===== src/rtl/alu_share_ctrl.sv =====
// Round-robin sequencer sharing one external 32-bit ALU between two requesters.
// Operands are latched at grant, held for EXEC_CYCLES, and the result is returned with a done/take handshake.
module alu_share_ctrl #(
   parameter int EXEC_CYCLES = 1
) (
   input  logic        Clk,
   input  logic        Rst,
   input  logic        Req0,
   input  logic [31:0] X0,
   input  logic [31:0] Y0,
   input  logic [1:0]  Aluc0,
   input  logic        Take0,
   output logic        Ack0,
   output logic        Done0,
   input  logic        Req1,
   input  logic [31:0] X1,
   input  logic [31:0] Y1,
   input  logic [1:0]  Aluc1,
   input  logic        Take1,
   output logic        Ack1,
   output logic        Done1,
   output logic [31:0] Rout,
   output logic        Zout,
   output logic        Busy,
   output logic [31:0] AluX,
   output logic [31:0] AluY,
   output logic [1:0]  AluAluc,
   input  logic [31:0] AluR,
   input  logic        AluZ
);

   typedef enum logic [1:0] {IDLE = 2'd0, EXEC = 2'd1, RESP = 2'd2} state_t;

   localparam logic [3:0] CNT_LOAD = 4'(EXEC_CYCLES - 1);

   state_t      state_r, state_s;
   logic [31:0] opx_r, opx_s, opy_r, opy_s, rout_r, rout_s;
   logic [1:0]  opc_r, opc_s;
   logic [3:0]  cnt_r, cnt_s;
   logic        owner_r, owner_s, last_r, last_s;
   logic        ack0_r, ack0_s, ack1_r, ack1_s;
   logic        done0_r, done0_s, done1_r, done1_s;
   logic        zout_r, zout_s, busy_r, busy_s;
   logic        take_s;

   // Next-state and next-output computation
   always_comb begin
      state_s = state_r;
      opx_s   = opx_r;
      opy_s   = opy_r;
      opc_s   = opc_r;
      cnt_s   = cnt_r;
      owner_s = owner_r;
      last_s  = last_r;
      ack0_s  = 1'b0;
      ack1_s  = 1'b0;
      done0_s = done0_r;
      done1_s = done1_r;
      rout_s  = rout_r;
      zout_s  = zout_r;
      take_s  = owner_r ? Take1 : Take0;
      case (state_r)
         IDLE: begin
            // On contention the requester that was not served last wins
            if (Req0 && (!Req1 || last_r)) begin
               opx_s   = X0;
               opy_s   = Y0;
               opc_s   = Aluc0;
               ack0_s  = 1'b1;
               owner_s = 1'b0;
               last_s  = 1'b0;
               cnt_s   = CNT_LOAD;
               state_s = EXEC;
            end else if (Req1) begin
               opx_s   = X1;
               opy_s   = Y1;
               opc_s   = Aluc1;
               ack1_s  = 1'b1;
               owner_s = 1'b1;
               last_s  = 1'b1;
               cnt_s   = CNT_LOAD;
               state_s = EXEC;
            end else begin
               state_s = IDLE;
            end
         end
         EXEC: begin
            if (cnt_r != 4'd0) begin
               cnt_s = cnt_r - 4'd1;
            end else begin
               rout_s  = AluR;
               zout_s  = AluZ;
               state_s = RESP;
               if (owner_r) begin
                  done1_s = 1'b1;
               end else begin
                  done0_s = 1'b1;
               end
            end
         end
         RESP: begin
            if (take_s) begin
               done0_s = 1'b0;
               done1_s = 1'b0;
               state_s = IDLE;
            end else begin
               state_s = RESP;
            end
         end
         default: begin
            state_s = IDLE;
         end
      endcase
      busy_s = (state_s != IDLE);
   end

   // State and output registers with synchronous reset
   always_ff @(posedge Clk) begin
      if (Rst) begin
         state_r <= IDLE;
         opx_r   <= 32'd0;
         opy_r   <= 32'd0;
         opc_r   <= 2'd0;
         cnt_r   <= 4'd0;
         owner_r <= 1'b0;
         last_r  <= 1'b1;
         ack0_r  <= 1'b0;
         ack1_r  <= 1'b0;
         done0_r <= 1'b0;
         done1_r <= 1'b0;
         rout_r  <= 32'd0;
         zout_r  <= 1'b0;
         busy_r  <= 1'b0;
      end else begin
         state_r <= state_s;
         opx_r   <= opx_s;
         opy_r   <= opy_s;
         opc_r   <= opc_s;
         cnt_r   <= cnt_s;
         owner_r <= owner_s;
         last_r  <= last_s;
         ack0_r  <= ack0_s;
         ack1_r  <= ack1_s;
         done0_r <= done0_s;
         done1_r <= done1_s;
         rout_r  <= rout_s;
         zout_r  <= zout_s;
         busy_r  <= busy_s;
      end
   end

   assign Ack0    = ack0_r;
   assign Ack1    = ack1_r;
   assign Done0   = done0_r;
   assign Done1   = done1_r;
   assign Rout    = rout_r;
   assign Zout    = zout_r;
   assign Busy    = busy_r;
   assign AluX    = opx_r;
   assign AluY    = opy_r;
   assign AluAluc = opc_r;

endmodule


===== config.mk =====
export PLATFORM = sky130hd
export DESIGN_NAME = alu_share_ctrl
export DESIGN_NICKNAME = d
export VERILOG_FILES = /design/src/rtl/alu_share_ctrl.sv
export SDC_FILE = /design/constraint.sdc
export NUM_CORES = 1
export LEC_CHECK = 0
export CAP_MARGIN = 20
export CELL_PAD_IN_SITES_DETAIL_PLACEMENT = 0
export CELL_PAD_IN_SITES_GLOBAL_PLACEMENT = 2
export CORE_MARGIN = 5
export CORE_UTILIZATION = 21
export CTS_CLUSTER_DIAMETER = 60
export DETAILED_ROUTE_END_ITERATION = 8
export HOLD_SLACK_MARGIN = 0.03
export PLACE_DENSITY_LB_ADDON = 0.1
export SLEW_MARGIN = 20
export SYNTH_ARGS = -nofsm -noshare
export SYNTH_HDL_FRONTEND = slang
export SYNTH_SLANG_ARGS = --single-unit

===== constraint.sdc =====
create_clock -name Clk -period 2 [get_ports Clk]
set_input_delay 0.3 -clock Clk [delete_from_list [all_inputs] [get_ports Clk]]
set_output_delay 0.3 -clock Clk [all_outputs]
set_load 0.01 [all_outputs]

=== Word-level counts from Yosys, hierarchy flattened ===
Index checks and enable logic that the tools add are counted.

* Input bits: 171
* Logic and storage cells: 68
* Output and inout port bits: 104
* Register bits after elaboration: 112

* Bitwise operators: 2
* Muxes and demuxes: 27
* Reduce and logical (&&, ||, !) cells: 16
* Equality and inequality tests: 8
* $add $sub $neg: 1

{| class="wikitable"
|+ Operators by type and width
! kind !! count
|-
| $mux W32 || 4
|-
| $mux W1 || 12
|-
| $mux W4 || 3
|-
| $ne A2 B2 Y1 const B || 5
|-
| $mux W2 || 4
|-
| $pmux W4 S2 || 1
|-
| $reduce_and A4 Y1 || 2
|-
| $reduce_bool A2 Y1 || 4
|-
| $pmux W2 S3 || 1
|-
| $pmux W1 S2 || 2
|-
| $reduce_and A2 Y1 || 2
|-
| $reduce_bool A4 Y1 || 1
|-
| $sub A4 B1 Y4 const B || 1
|-
| $ne A3 B3 Y1 const B || 1
|-
| $reduce_and A3 Y1 || 1
|-
| $reduce_or A3 Y1 || 1
|-
| $eq A2 B1 Y1 const B || 1
|-
| $eq A2 B2 Y1 const B || 1
|-
| $logic_not A2 Y1 || 1
|-
| $not A1 Y1 || 2
|-
| $reduce_or A2 Y1 || 1
|-
| $logic_and A1 B1 Y1 || 1
|-
| $logic_not A1 Y1 || 1
|-
| $logic_or A1 B1 Y1 || 1
|}

=== Longest topological paths before layout ===
Gate-level depths: netlist of run 1.

* Depth in word-level cells: 6
* Depth in mapped cells: 7
* Depth with buffers taken out: 5

=== Least setup slack after synthesis of run 1 ===
No wires, ideal clock.

* Path kind: register -> register
* Start: register cnt_r[0]
* End: register rout_r[10], in the netlist Rout[10]
* Setup time: 0.132 ns
* Data required time: 1.868 ns
* Path slack: 0.468 ns
* Buffers on the path: 2
* Arrival time: 1.399 ns
* Clock period less this slack: 1.532 ns
* Cell stages (with the launch flop): 8
* Cell sequence: dfxtp_1 -> inv_1 -> ha_1 -> or3b_1 -> buf_2 -> buf_1 -> o21ai_1 -> a21oi_1

* Longest elaborated chain between the ends: 3

{| class="wikitable"
|+ RTL lines
! item !! RTL line !! RTL
|-
| start, declared || 39 || <nowiki>logic [3:0] cnt_r, cnt_s;</nowiki>
|-
| start signal, assigned || 139 || <nowiki>cnt_r <= cnt_s;</nowiki>
|-
| $reduce_bool A4 Y1 || 88 || <nowiki>if (cnt_r != 4'd0) begin</nowiki>
|-
| $not A1 Y1 (no source line) || -- ||
|-
| $reduce_and A2 Y1 (no source line) || -- ||
|-
| end signal, assigned || 146 || <nowiki>rout_r <= rout_s;</nowiki>
|-
| end, declared || 37 || <nowiki>logic [31:0] opx_r, opx_s, opy_r, opy_s, rout_r, rout_s;</nowiki>
|}

No other way between the ends.
A chain may end at the register's enable or synchronous reset.

=== Final worst setup path of run 1 ===
* Start: register state_r[0]
* End: register opy_r[9], in the netlist AluY[9]

* Longest elaborated chain between the ends: 2

{| class="wikitable"
|+ RTL lines
! item !! RTL line !! RTL
|-
| start, declared || 36 || <nowiki>state_t state_r, state_s;</nowiki>
|-
| start signal, assigned || 135 || <nowiki>state_r <= state_s;</nowiki>
|-
| $logic_not A2 Y1 || 62 || <nowiki>case (state_r)</nowiki>
|-
| $reduce_and A2 Y1 (no source line) || -- ||
|-
| end signal, assigned || 137 || <nowiki>opy_r <= opy_s;</nowiki>
|-
| end, declared || 37 ||
|}

No other way between the ends.

==> implementation parameters, run 1 <==
Parameter                              Value

Synthesis
  Synth area leader ... sky130_fd_sc_hd__dfxtp_1
  Synthesis-stage register bit count ... around 110
  Syn_nets ... approximately 790
  EDFF count, synth ... 0
  Leading cell types by count after synthesis ... sky130_fd_sc_hd__dfxtp_1, sky130_fd_sc_hd__a21oi_1, sky130_fd_sc_hd__nand3_1
  Synthesized instance count ... roughly 600
  Share of flip-flops with an asynchronous set or reset ... 0%
  Mean area per synthesized cell ... approximately 8.3 um2
  Area of the mapped netlist ... 5090 um2
  Post-synthesis cell type count ... 37
  Sequential-to-total area share from yosys stat ... 44.0%
  Most common cell in the netlist ... sky130_fd_sc_hd__dfxtp_1
  Most used flip-flop cell after synthesis ... sky130_fd_sc_hd__dfxtp_1
  Synth warn ... 0
  Largest cells by area after synthesis ... sky130_fd_sc_hd__dfxtp_1, sky130_fd_sc_hd__a311oi_1, sky130_fd_sc_hd__a21oi_1
  Yosys top cell area share ... between 40% and 50%

Floorplanning
  Area of the core ... about 24000 um2
  Floorplan row count ... between 50 and 60
  Die Width ... about 170 um
  Die extent in y ... roughly 170 um
  Top-level port count ... 275
  Area enclosed by the die boundary ... roughly 27000 um2
  Initial Utilization ... roughly a fifth

Clock network
  Maximum level of the CTS H-tree ... 3
  CTS tree ... done
  Clock sink count ... between 100 and 150
  Worst skew pair latency ... approximately 0.36 ns
  Clock-pin slew reported for the worst setup and hold paths after clock tree synthesis ... approximately 0.09 ns
  Number of hold buffers added after CTS ... 0
  Quantity of gates resized following cts ... 0
  Max Root-Sink Buffers ... 2
  Number of buffers added by the clock tree synthesis step ... 9
  Setup repair bufs after CTS ... 0
  Clk Tree Root Cell ... sky130_fd_sc_hd__clkbuf_16

STA
  Max-slew violation count ... 0
  Final hold viol count ... 0
  Transition at the pin with the smallest max-transition slack ... about 0.55 ns
  Post-route minimum period ... 1.71 ns
  Share of the clock period used by the worst path after layout ... a little under nine tenths
  Number of endpoints failing setup at the final stage ... 0
  Clock tree skew after final layout ... approximately 0.0086 ns
  Unrepaired setup endpoints after global routing ... false
  Setup TNS ... 0 ns
  Worst slew slack as a fraction of its limit ... 63.2%
  Upper clock frequency limit ... 0.583 GHz

Detailed routing
  Average detailed-routed wire length per instance ... 19.2 um
  Number of vias per cell after detailed routing ... approximately 4.9
  Met2 Wirelength ... slightly above 10000 um
  Number of detailed-route iterations in the first pass ... 5
  Remaining routing DRC violations ... 0
  Post-route ant nets ... 0
  Detailed route wirelength on metal3 ... roughly 1600 um
  Detailed-route wire length ... 22500 um
  Top Metal Used ... met4
  Iteration-0 DRC Markers ... 384
  Routed via count ... between 5000 and 6000
  Routed length on met1 ... ~10000 um

Worst setup path
  CP Capture Type ... flop
  Reg-to-reg startpoint ... state_r[0]
  R2r endpoint ... AluY[9]
  Worst r2r path cells ... 4
  Crit Path Max Fanout ... between 60 and 70
  Required time of the critical path ... ~2.3 ns
  Startpoint type of the worst setup path ... flop
  Worst EP arrival ... a little under 2 ns
  Category of the critical setup timing path ... reg -> reg
  Register-to-register path setup slack ... 0.29 ns

Hold path
  Worst hold-check path type ... in -> reg
  Worst Hold End ... AluY[29]
  Hold Crit Depth ... 3
  Startpoint of the worst hold path ... Req0

GRT
  Vias in the first global route ... between 5000 and 6000
  Global-route total usage across every layer ... between 10% and 20%
  Global-route wire length before repair ... about 35000 um
  Largest net degree at the start of global routing ... 67
  Number of antenna violations at the first check in global routing ... 1
  Remaining global-route overflow ... 0

Power and ir drop
  Static Leak ... about 2.8 nW
  Worst-case vdd ir drop ... around 0.30 mV
  Total power density per cell area ... around 770 nW/um2

Final layout
  Ratio of cells with drive above 1 in the final layout ... ~6%
  Post-synthesis to final-layout area growth ... 65.1%
  Post-route cell area ... around 8400 um2
  Final Net Count ... 1012

Flow run
  Total of max-cap violations ... 0

Placement
  Area post-placement ... 8100 um2
  Final HPWL DP ... around 15000 um
  Gp weighted congestion ... 0.739
  Number of input and output port buffers inserted ... between 200 and 300

Status
  Status ... finished, final reports clean
power by group:
group / leakage [nW] / switching (mW) / internal (mW)
clock network: 0.144 / 0.983 / 0.889
logic: 1.78 / 0.924 / 1.05
registers: 0.924 / 0.151 / 2.49
through the flow:
| step | power, mW | instances | setup WS (ns) | utilization (%) | hold WS, ns |
|---|---|---|---|---|---|
| finish | 6.49 | 1169 | 0.286 | 34.9 | 0.346 |
| global route | 6.87 | 1169 | 0.185 | 34.9 | 0.347 |
| CTS | 6.61 | 1168 | 0.314 | 34.9 | 0.334 |
| detailed placement | 4.68 | 1152 | 0.0481 | 33.6 | 0.470 |
| global placement | 4.67 | 1152 | 0.168 | 33.6 | 0.465 |
| floorplan | 3.57 | 614 | 0.468 | - | 0.416 |
kinds of logic after synthesis:
logic type | synth area share, %
flops | 44.0
buf+inv | 8.57
fa+ha+maj | 0.491
compound gates | 33.1
simple gates | 13.6
mux | 0.197
worst max-delay path by stage:
| stage | start | end | depth (start not counted) |
|---|---|---|---|
| 2_1_floorplan | cnt_r[0] | Rout[10] | 7 |
| 3_3_place_gp | Req1 | state_r[0] | 5 |
| 3_5_place_dp | Req1 | AluY[9] | 5 |
| 4_1_cts | cnt_r[0] | Done1 | 6 |
| 5_1_grt | cnt_r[0] | Done0 | 6 |
| 6_report | state_r[0] | AluY[9] | 4 |
layout by cell type (no fill, tap or decap), types with 3 or more instances in the layout:
cell type | synthesis | routed
sky130_fd_sc_hd__o21ai_0 | 46 | 46
sky130_fd_sc_hd__a311oi_1 | 66 | 66
sky130_fd_sc_hd__buf_4 | 13 | 16
sky130_fd_sc_hd__clkbuf_16 | 0 | 9
sky130_fd_sc_hd__nand3_1 | 100 | 100
sky130_fd_sc_hd__a21oi_1 | 105 | 105
sky130_fd_sc_hd__o21ai_1 | 54 | 54
sky130_fd_sc_hd__o221ai_1 | 3 | 3
sky130_fd_sc_hd__nor3_1 | 5 | 5
sky130_fd_sc_hd__buf_12 | 0 | 8
sky130_fd_sc_hd__dfxtp_1 | 112 | 112
sky130_fd_sc_hd__nand2_1 | 4 | 4
sky130_fd_sc_hd__clkdlybuf4s50_1 | 0 | 272
sky130_fd_sc_hd__nand2b_1 | 4 | 3
sky130_fd_sc_hd__inv_1 | 4 | 4
sequential cells by signal (all words and copies together), names as in the netlist:
name and flops:
Rout 32, Ack1 1, AluAluc 2, Ack0 1
Zout 1, Done1 1, AluX 32, Busy 1
AluY 32, last_r 1, Done0 1, owner_r 1
state_r 2, cnt_r 4
layer usage:
layer	vias to the layer above	track usage, %
met5	-	0
met4	0	5.52
li1	2781	-
met2	221	24.1
met1	2756	20.6
met3	25	4.55
area by class of cell:
class                           instances  area, um2
Tap cell                              324        405
Clock buffer                            9        225
Fill cell                            2531      15700
Timing Repair Buffer                  297       3010
Sequential cell                       112       2240
Multi-Input combinational cell        414       2430
Clock inverter                          7       77.6
Antenna cell                            1       2.50
Inverter                                5       18.8
worst max-delay path, cell delays in order (launching register included):
cell	delay, ns
sky130_fd_sc_hd__dfxtp_1	0.66
sky130_fd_sc_hd__or2_1	0.32
sky130_fd_sc_hd__nor2_4	0.06
sky130_fd_sc_hd__buf_12	0.21
sky130_fd_sc_hd__a311oi_1	0.30
Note: power is estimated with default switching activity, not from simulation.
==> run 2: changes to the inputs <==
--- a/config.mk
+++ b/config.mk
@@ -5,11 +5,12 @@
 export SDC_FILE = /design/constraint.sdc
 export NUM_CORES = 1
 export LEC_CHECK = 0
+export ABC_AREA = 1
 export CAP_MARGIN = 20
 export CELL_PAD_IN_SITES_DETAIL_PLACEMENT = 0
 export CELL_PAD_IN_SITES_GLOBAL_PLACEMENT = 2
 export CORE_MARGIN = 5
-export CORE_UTILIZATION = 21
+export CORE_UTILIZATION = 17
 export CTS_CLUSTER_DIAMETER = 60
 export DETAILED_ROUTE_END_ITERATION = 8
 export HOLD_SLACK_MARGIN = 0.03
==> constraint.sdc (replaced) <==
create_clock -name Clk -period 1.4 [get_ports Clk]
set_input_delay 0.21 -clock Clk [delete_from_list [all_inputs] [get_ports Clk]]
set_output_delay 0.21 -clock Clk [all_outputs]
set_load 0.01 [all_outputs]
==> implementation parameters, run 2 <==
Parameter                              Value

Worst setup path
  Crit Path Max Fanout ... 13
  Category of cells accounting for the largest share of critical-path delay ... buffers and inverters
  Cell type with the highest occurrence count on the critical path ... sky130_fd_sc_hd__nor2_1
  Buffer and inverter count on the worst path ... 4
  Startpoint type of the worst setup path ... input port
  Required time of the critical path ... between 1.5 and 2 ns
  CP Capture Type ... flop
  Worst EP arrival ... ~1.6 ns
  Maximum cell stage delay along the critical path ... 0.48 ns
  Crit path cell chain ... clkdlybuf4s50_1, nor2_1, nor2_4, buf_4, clkbuf_16, nor2_1, nor2_1, nand2_1, inv_1
  Category of the critical setup timing path ... in -> reg
  Cell with the largest stage delay on the worst path ... sky130_fd_sc_hd__clkdlybuf4s50_1

STA
  Share of the clock period used by the worst path after layout ... between 90 and 100%
  Max-slew violation count ... 0
  Upper clock frequency limit ... 0.750 GHz
  Post-route minimum period ... about 1.3 ns
  Clock tree skew after final layout ... approximately 0.019 ns
  Transition at the pin with the smallest max-transition slack ... around 0.43 ns
  Final hold viol count ... 0
  Number of endpoints failing setup at the final stage ... 0
  Hold slack final ... about 0.33 ns
  Setup TNS ... 0 ns
  Worst slew slack as a fraction of its limit ... a little under three quarters
  Unrepaired setup endpoints after global routing ... true

Synthesis
  Most used flip-flop cell after synthesis ... sky130_fd_sc_hd__dfxtp_1
  Largest cells by area after synthesis ... sky130_fd_sc_hd__dfxtp_1, sky130_fd_sc_hd__nand2_1, sky130_fd_sc_hd__nor2_1
  Mean area per synthesized cell ... between 6 and 7 um2
  Synth area leader ... sky130_fd_sc_hd__dfxtp_1
  Sequential-to-total area share from yosys stat ... approximately 44%
  Area of the mapped netlist ... about 5000 um2
  Synthesis-stage register bit count ... ~110
  Post-synthesis cell type count ... 20
  Synthesized instance count ... between 700 and 800
  Leading cell types by count after synthesis ... sky130_fd_sc_hd__nand2_1, sky130_fd_sc_hd__nor2_1, sky130_fd_sc_hd__dfxtp_1
  Syn_nets ... just under 1000
  Share of flip-flops with an asynchronous set or reset ... 0%
  Most common cell in the netlist ... sky130_fd_sc_hd__nand2_1
  Synth warn ... 0
  EDFF count, synth ... 0
  Yosys top cell area share ... 44.5%

Detailed routing
  Routed via count ... 5523
  Detailed-route wire length ... 21700 um
  Iteration-0 DRC Markers ... between 150 and 200
  Post-route ant nets ... 0
  Average detailed-routed wire length per instance ... between 10 and 15 um
  Number of vias per cell after detailed routing ... around 3.8
  Number of detailed-route iterations in the first pass ... 4
  Remaining routing DRC violations ... 0

Placement
  Area post-placement ... approximately 8400 um2
  Number of input and output port buffers inserted ... 274
  Gp weighted congestion ... 0.717
  Final HPWL DP ... 15200 um

Floorplanning
  Die Width ... between 150 and 200 um
  Area enclosed by the die boundary ... ~33000 um2
  Initial Utilization ... between 15 and 20%
  Floorplan row count ... 63
  Top-level port count ... about 280
  Die extent in y ... 182 um
  Area of the core ... roughly 29000 um2

Clock network
  Clock sink count ... around 110
  Max Root-Sink Buffers ... 2
  Clk Tree Root Cell ... sky130_fd_sc_hd__clkbuf_16
  Maximum level of the CTS H-tree ... 3
  Number of buffers added by the clock tree synthesis step ... 9
  Clock-pin slew reported for the worst setup and hold paths after clock tree synthesis ... ~0.10 ns
  CTS tree ... done
  Worst skew pair latency ... roughly 0.36 ns
  Number of hold buffers added after CTS ... 0

Power and ir drop
  Static Leak ... between 4 and 5 nW
  Total power density per cell area ... approximately 1600 nW/um2
  Final Power ... ~14 mW
  Worst-case vdd ir drop ... 0.689 mV

Final layout
  Most frequent standard cell in the layout excluding fill and tap cells ... sky130_fd_sc_hd__nand2_1
  Post-synthesis to final-layout area growth ... 73.2%
  Most frequent cells in the layout ... sky130_fd_sc_hd__nand2_1, sky130_fd_sc_hd__nor2_1, sky130_fd_sc_hd__clkdlybuf4s50_1
  Number of filler cells placed in the layout ... between 3000 and 4000
  Post-route cell area ... between 8000 and 9000 um2
  Core occupancy in the finished layout ... about 30%
  Final Net Count ... 1241
  Number of antenna cells inserted ... 0
  Ratio of cells with drive above 1 in the final layout ... approximately 6.6%

GRT
  Number of antenna violations at the first check in global routing ... 1
  Remaining global-route overflow ... 0
  Global-route wire length before repair ... between 30000 and 40000 um
  Vias in the first global route ... roughly 5600
  Global-route total usage across every layer ... 12.3%
  Largest net degree at the start of global routing ... 74

Flow run
  Total of max-cap violations ... 0

Hold path
  Worst hold-check path type ... in -> reg

Status
  Status ... finished, final reports clean
run 2: cell type report:
cell class	count	area [um2]	share of cell area (%)
well taps	390	488	5.59
repair buffers	309	3070	35.2
multi-input cells	557	2320	26.5
flip-flops and latches	112	2240	25.7
inverters	79	300	3.44
clock inverters	7	83.8	0.960
clock buffers	9	225	2.58
run 2: worst register-to-register path, cell delays in order, from the launching register on:
cell,delay (ns)
sky130_fd_sc_hd__dfxtp_2,0.34
sky130_fd_sc_hd__nor2_4,0.11
sky130_fd_sc_hd__inv_2,0.05
sky130_fd_sc_hd__nor2_4,0.16
sky130_fd_sc_hd__buf_4,0.19
sky130_fd_sc_hd__clkbuf_16,0.18
sky130_fd_sc_hd__nand3_1,0.09
sky130_fd_sc_hd__nand2_1,0.06
sky130_fd_sc_hd__inv_1,0.03
run 2: path summary, 6_finish.rpt:
check / startpoint / to / slack (ns) / cells after the start
setup / recovery: Req0 / AluAluc[1] / 0.07 / 9
hold / removal: Rst / last_r / 0.33 / 4
setup reg to reg: state_r[1] / AluY[31] / 0.07 / 8
hold reg to reg: cnt_r[0] / cnt_r[0] / 0.43 / 1
run 2: kinds of logic after synthesis:
| family | Yosys count | share of synthesized area, % |
|---|---|---|
| DFF | 112 | 44.5 |
| buffers and inverters | 125 | 10.3 |
| adders and majority gates | 2 | 0.496 |
| AOI/OAI and AO/OA | 42 | 4.39 |
| and+or+nand+nor | 513 | 40.4 |
run 2: per-layer routing:
metal,GRT usage [%],share of wire (%)
met5,0,0.060
met4,2.34,0.60
met1,15.1,44
met2,20.4,47
met3,5.16,8.5
run 2: power breakdown:
group          switching [mW]  leakage, nW  internal (mW)  total (mW)
Combinational            3.37         3.34           2.91        6.28
Clock                    1.46        0.142           1.28        2.74
Sequential              0.448        0.927           4.11        4.55
run 2: repair_timing:
| item | 4_1_cts | 5_1_grt |
|---|---|---|
| pin swaps | 0 | 2 |
| gates resized for setup | 104 | 23 |
| setup endpoints to repair | 104 | 97 |
| setup buffers | 0 | 2 |
| endpoints found under the hold margin | 0 | 0 |
| gates cloned | 0 | 4 |
run 2: metrics by stage:
stage                     instances  worst slack [ns]
after global routing           1463           -0.0329
final                          1463            0.0661
after detailed placement       1441            -0.303
after global placement         1441            -0.306
after CTS                      1457            0.0290
after floorplan                 794            0.0803
==> run 3: changes to the inputs <==
--- a/config.mk
+++ b/config.mk
@@ -6,6 +6,7 @@
 export NUM_CORES = 1
 export LEC_CHECK = 0
 export ABC_AREA = 1
+export ABC_CLOCK_PERIOD_IN_PS = 1400
 export CAP_MARGIN = 20
 export CELL_PAD_IN_SITES_DETAIL_PLACEMENT = 0
 export CELL_PAD_IN_SITES_GLOBAL_PLACEMENT = 2
@@ -15,7 +16,7 @@
 export DETAILED_ROUTE_END_ITERATION = 8
 export HOLD_SLACK_MARGIN = 0.03
 export PLACE_DENSITY_LB_ADDON = 0.1
-export SLEW_MARGIN = 20
+export SLEW_MARGIN = 0
 export SYNTH_ARGS = -nofsm -noshare
 export SYNTH_HDL_FRONTEND = slang
 export SYNTH_SLANG_ARGS = --single-unit
==> results of run 3 <==
The final DEF is identical to that of run 2; final timing and power are the same.
